**config.mk**
```make
export PLATFORM = sky130hd
export DESIGN_NAME = tc_timer
export DESIGN_NICKNAME = d
export VERILOG_FILES = /design/src/rtl/tc_timer.sv
export SDC_FILE = /design/constraint.sdc
export NUM_CORES = 1
export LEC_CHECK = 0
export BUFFER_PORTS_ARGS = -buffer_cell sky130_fd_sc_hd__clkbuf_2
export CORE_AREA = 2 2 130 69
export CTS_BUF_LIST = sky130_fd_sc_hd__clkbuf_2 sky130_fd_sc_hd__clkbuf_4 sky130_fd_sc_hd__clkbuf_8
export DETAILED_ROUTE_END_ITERATION = 12
export DIE_AREA = 0 0 132 71
export PLACE_DENSITY = 0.71
export SYNTH_ARGS = -nofsm -noshare
export SYNTH_HDL_FRONTEND = slang
export SYNTH_SLANG_ARGS = --single-unit
```
**constraint.sdc**
```tcl
create_clock -name clk -period 3 [get_ports clk]
set_clock_uncertainty 0.1 [all_clocks]
set_input_delay 0.3 -clock clk [delete_from_list [all_inputs] [get_ports clk]]
set_output_delay 0.3 -clock clk [all_outputs]
set_load 0.1 [all_outputs]
```
**src/rtl/tc_timer.sv**
```systemverilog
// tc_timer: memory-mapped programmable down-counter timer for the peripheral
// bridge. Its interrupt request drives hwint[0].
//
// Register map (word select = byte address bits [3:2]):
//   0 CTRL   [0] EN, [2:1] MODE (00 one-shot, 01 auto-reload, 1x one-shot),
//            [3] IM. Bits [31:4] are not stored and read as 0.
//   1 PRESET reload value, copied into COUNT on each LOAD.
//   2 COUNT  current value; read-only.
//   3 reserved: writes ignored, reads return 0.
//
// Build option: define TC_AUTO_RELOAD_EN to make MODE = 01 reload the counter
// after every expiry. Without it the MODE bits are still stored and read back,
// but every expiry behaves as one-shot.
module tc_timer (
  input  logic        clk,
  input  logic        reset,
  input  logic [1:0]  addr,
  input  logic        we,
  input  logic [31:0] din,
  output logic [31:0] dout,
  output logic        irq
);

  typedef enum logic [1:0] {
    IDLE = 2'd0,
    LOAD = 2'd1,
    CNT  = 2'd2,
    INT  = 2'd3
  } state_t;

  state_t      state;
  logic [3:0]  ctrl;
  logic [31:0] preset;
  logic [31:0] count;
  logic        irq_flag;
  logic        auto_mode;
  logic        ctrl_wr;
  logic        preset_wr;

  assign ctrl_wr   = we && (addr == 2'd0);
  assign preset_wr = we && (addr == 2'd1);

`ifdef TC_AUTO_RELOAD_EN
  assign auto_mode = (ctrl[2:1] == 2'b01);
`else
  assign auto_mode = 1'b0;
`endif

  // The mask gates only the request line; the flag itself still records expiry.
  assign irq = ctrl[3] & irq_flag;

  // Counter FSM plus CPU register writes; a CPU CTRL write is applied last so it
  // overrides the one-shot EN clear and the flag set/clear on the same edge.
  always_ff @(posedge clk) begin
    if (reset) begin
      state    <= IDLE;
      ctrl     <= 4'd0;
      preset   <= 32'd0;
      count    <= 32'd0;
      irq_flag <= 1'b0;
    end else begin
      case (state)
        IDLE: begin
          if (ctrl[0]) state <= LOAD;
        end
        LOAD: begin
          count <= preset;
          state <= CNT;
        end
        CNT: begin
          if (!ctrl[0]) begin
            // Disabled mid-count: COUNT is held where it stopped.
            state <= IDLE;
          end else if (count > 32'd1) begin
            count <= count - 32'd1;
          end else begin
            // A count of 0 or 1 expires here, so PRESET = 0 acts like 1 and
            // the counter never wraps.
            count    <= 32'd0;
            irq_flag <= 1'b1;
            state    <= INT;
          end
        end
        INT: begin
          if (auto_mode) begin
            irq_flag <= 1'b0;
          end else begin
            ctrl[0] <= 1'b0;
          end
          state <= IDLE;
        end
        default: state <= IDLE;
      endcase

      if (ctrl_wr) begin
        ctrl     <= din[3:0];
        irq_flag <= 1'b0;
      end
      // PRESET only feeds the next LOAD, so a running count is not disturbed.
      if (preset_wr) preset <= din;
    end
  end

  // Zero-latency read mux.
  always_comb begin
    dout = 32'd0;
    case (addr)
      2'd0:    dout = {28'd0, ctrl};
      2'd1:    dout = preset;
      2'd2:    dout = count;
      default: dout = 32'd0;
    endcase
  end

endmodule

```
==> results.yml <==
outcome:
  run_status: "completed"
synth:
  yosys-mux-area-fraction_pct: 2.01
  syn_nets: 575
  syn-cell-area_um2: 3980
  synth_warnings: 0
  synth-async-reset-ratio_pct: 0
  synth_edf_count: 0
  ys_types: 53
  synth_flop_cell: "dfxtp_1"
  yosysTopAreaCell: "dfxtp_1"
  synthAdderAreaFrac_pct: 0.629
  synthXorXnorAreaFrac_pct: 0.220
  syn_inst: 536
  yosysSeqAreaShare_pct: 35.7
  synthSimpleGateAreaFrac_pct: 24.0
  synth_top_cell_area_share_pct: 35.7
  synth.top_cells.by_count: "nand2_1, dfxtp_1, a21oi_1, o21ai_0, clkbuf_1"
  synth_compound_area_share_pct: 31.3
  synth_most_common_cell: "nand2_1"
  ys_ff_latch: 71
  synth_area_leaders: "dfxtp_1, nand2_1, a21oi_1"
  synth_top_family_by_area: "compound AO/OA/AOI/OAI gates"
  synth_area_per_cell_um2: 7.43
timing:
  post-route-period-util_pct: 90.5
  tightest_slew_ns: 0.845
  max_freq_mhz: 368
  grt_setup_unrepaired: "false"
  setup_tns_ns: 0
  setup_viol: 0
  relSlewSlack_pct: 43.5
  final_max_slew_viol_count: 0
  whs_ns: 0.0503
  min_period_ns: 2.72
  hold_viol_final: 0
worst_setup_path:
  path_class: "flop to flop"
  required_ns: 3.12
  critPathArrivalTime_ns: 2.84
  worst_setup_path_start_kind: "flop"
  rrSetupSlack_ns: 0.28
  crit_fanout: 17
  end_kind: "flop"
placed_design:
  dp_hpwl_um: 8660
  portBuffers: 69
  place_congestion: 0.902
cells_and_area:
  final_layout_size_suffix_gt1_share_pct: 19.5
  antennaDiodeCount: 0
  layout-area-overhead-vs-synth_pct: 16.8
  fin_util_pct: 55.9
  final_nets: 624
floorplan:
  initial_utilization_pct: 47.8
  die-height_um: 71
  row_count: 24
  die_w_um: 132
  dieArea_um2: 9370
  ios: 70
  core_um2: 8320
clock_tree:
  clk_pin_slew_ns: 0.08
  postCtsSetupBuffers: 0
  clk_path_buf_depth: 2
  cts_sinks: 71
  root_buffer: "clkbuf_8"
  cts_buffers: 9
  clk_latency_ns: 0.36
  cts_max_level: 3
  ctsResizeCount: 0
  ctsHoldBuffers: 0
  cts_tree: "done"
global_route:
  overflow: 0
  grt_pass1_vias: 3935
  grt_pass1_wl_um: 20300
  grt_max_degree: 35
  grt_usage_pct: 27.3
  antenna_found_initial: 0
route:
  ant_nets: 0
  viasPerCell: 6.03
  wl_um: 12700
  wire_per_inst_um: 18.0
  drcViolationCount: 0
  dr.pass1.iters: 5
  vias: 4263
  drt_iter0_drc: 443
power:
  ir_drop_uv: 215
  power_leakage_nw: 1.76
  power_density_nw_per_um2: 485
flow_run:
  cap_violations: 0
min_path:
  hold_class: "primary input to flop"
[layout make-up]
type / instances / area, um2
Sequential cell: 71 / 1420
Clock buffer: 11 / 145
Tap cell: 117 / 146
Inverter: 12 / 45.0
Multi-Input combinational cell: 404 / 2330
Clock inverter: 5 / 81.3
Fill cell: 810 / 3670
Timing Repair Buffer: 87 / 480
[final timing paths]
check	from	endpoint	cells past startpoint
worst min-delay path	din[16]	preset[16]	3
worst min register to register	preset[3]	preset[3]	2
worst max register to register	count[25]	count[0]	6
worst max-delay path	count[25]	count[0]	6
[layer usage]
layer	track usage (%)	part of all wire [%]	up-vias	wire, um
met2	38.9	40	205	5070
met1	40.5	49	1991	6210
met5	0	0	-	0
met3	6.67	9.9	24	1260
li1	-	-	2043	-
met4	8.09	1.4	0	179
[worst max-delay path, cell delays in order, from the launching register on]
cell     delay (ns)
dfxtp_1        0.39
or4_1          0.63
nor3_1         0.40
a41oi_2        0.45
buf_4          0.36
a31oi_1        0.18
nor2_1         0.06
[state kept, by name, indices dropped and copies added (netlist names)]
signal    cells
irq_flag      1
state         2
ctrl          4
count        32
preset       32
[power breakdown]
group / total (W) / switching, W / internal, W
Combinational: 0.000369 / 0.000259 / 0.000110
Sequential: 0.00100 / 0.0000329 / 0.000968
Clock: 0.000887 / 0.000386 / 0.000500
Total: 0.00226 / 0.000678 / 0.00158
[cells by family after synthesis]
family                   after synthesis
AND/OR/NAND/NOR                      201
AO/OA/AOI/OAI                        192
flip-flops                            71
buffers and inverters                 61
multiplexers                           8
adder cells (fa/ha/maj)                2
XOR/XNOR                               1
[metrics by stage]
step,instance area [um2],std cells,setup slack (ns),power [W]
floorplan,3980,536,0.506,0.00126
global placement,4420,691,0.391,0.00137
detailed placement,4420,691,0.329,0.00138
CTS,4650,707,0.328,0.00225
global route,4650,707,0.147,0.00233
finish,4650,707,0.284,0.00226
[cell usage in the layout, fill, tap and decap left out, types with 7 or more instances in the layout]
cell type / netlist / routed
o21ai_0: 41 / 37
o41ai_1: 7 / 7
nand2_1: 103 / 103
inv_1: 12 / 12
o31ai_1: 8 / 8
a211oi_1: 21 / 21
clkbuf_8: 0 / 10
buf_4: 0 / 18
nor3_1: 11 / 11
nand4_1: 9 / 9
a21oi_1: 65 / 65
mux2i_1: 8 / 8
a22o_1: 28 / 28
dfxtp_1: 71 / 71
nor2_1: 29 / 29
nor4_1: 8 / 8
clkbuf_2: 1 / 69
Note: power is estimated with default switching activity, not from simulation.
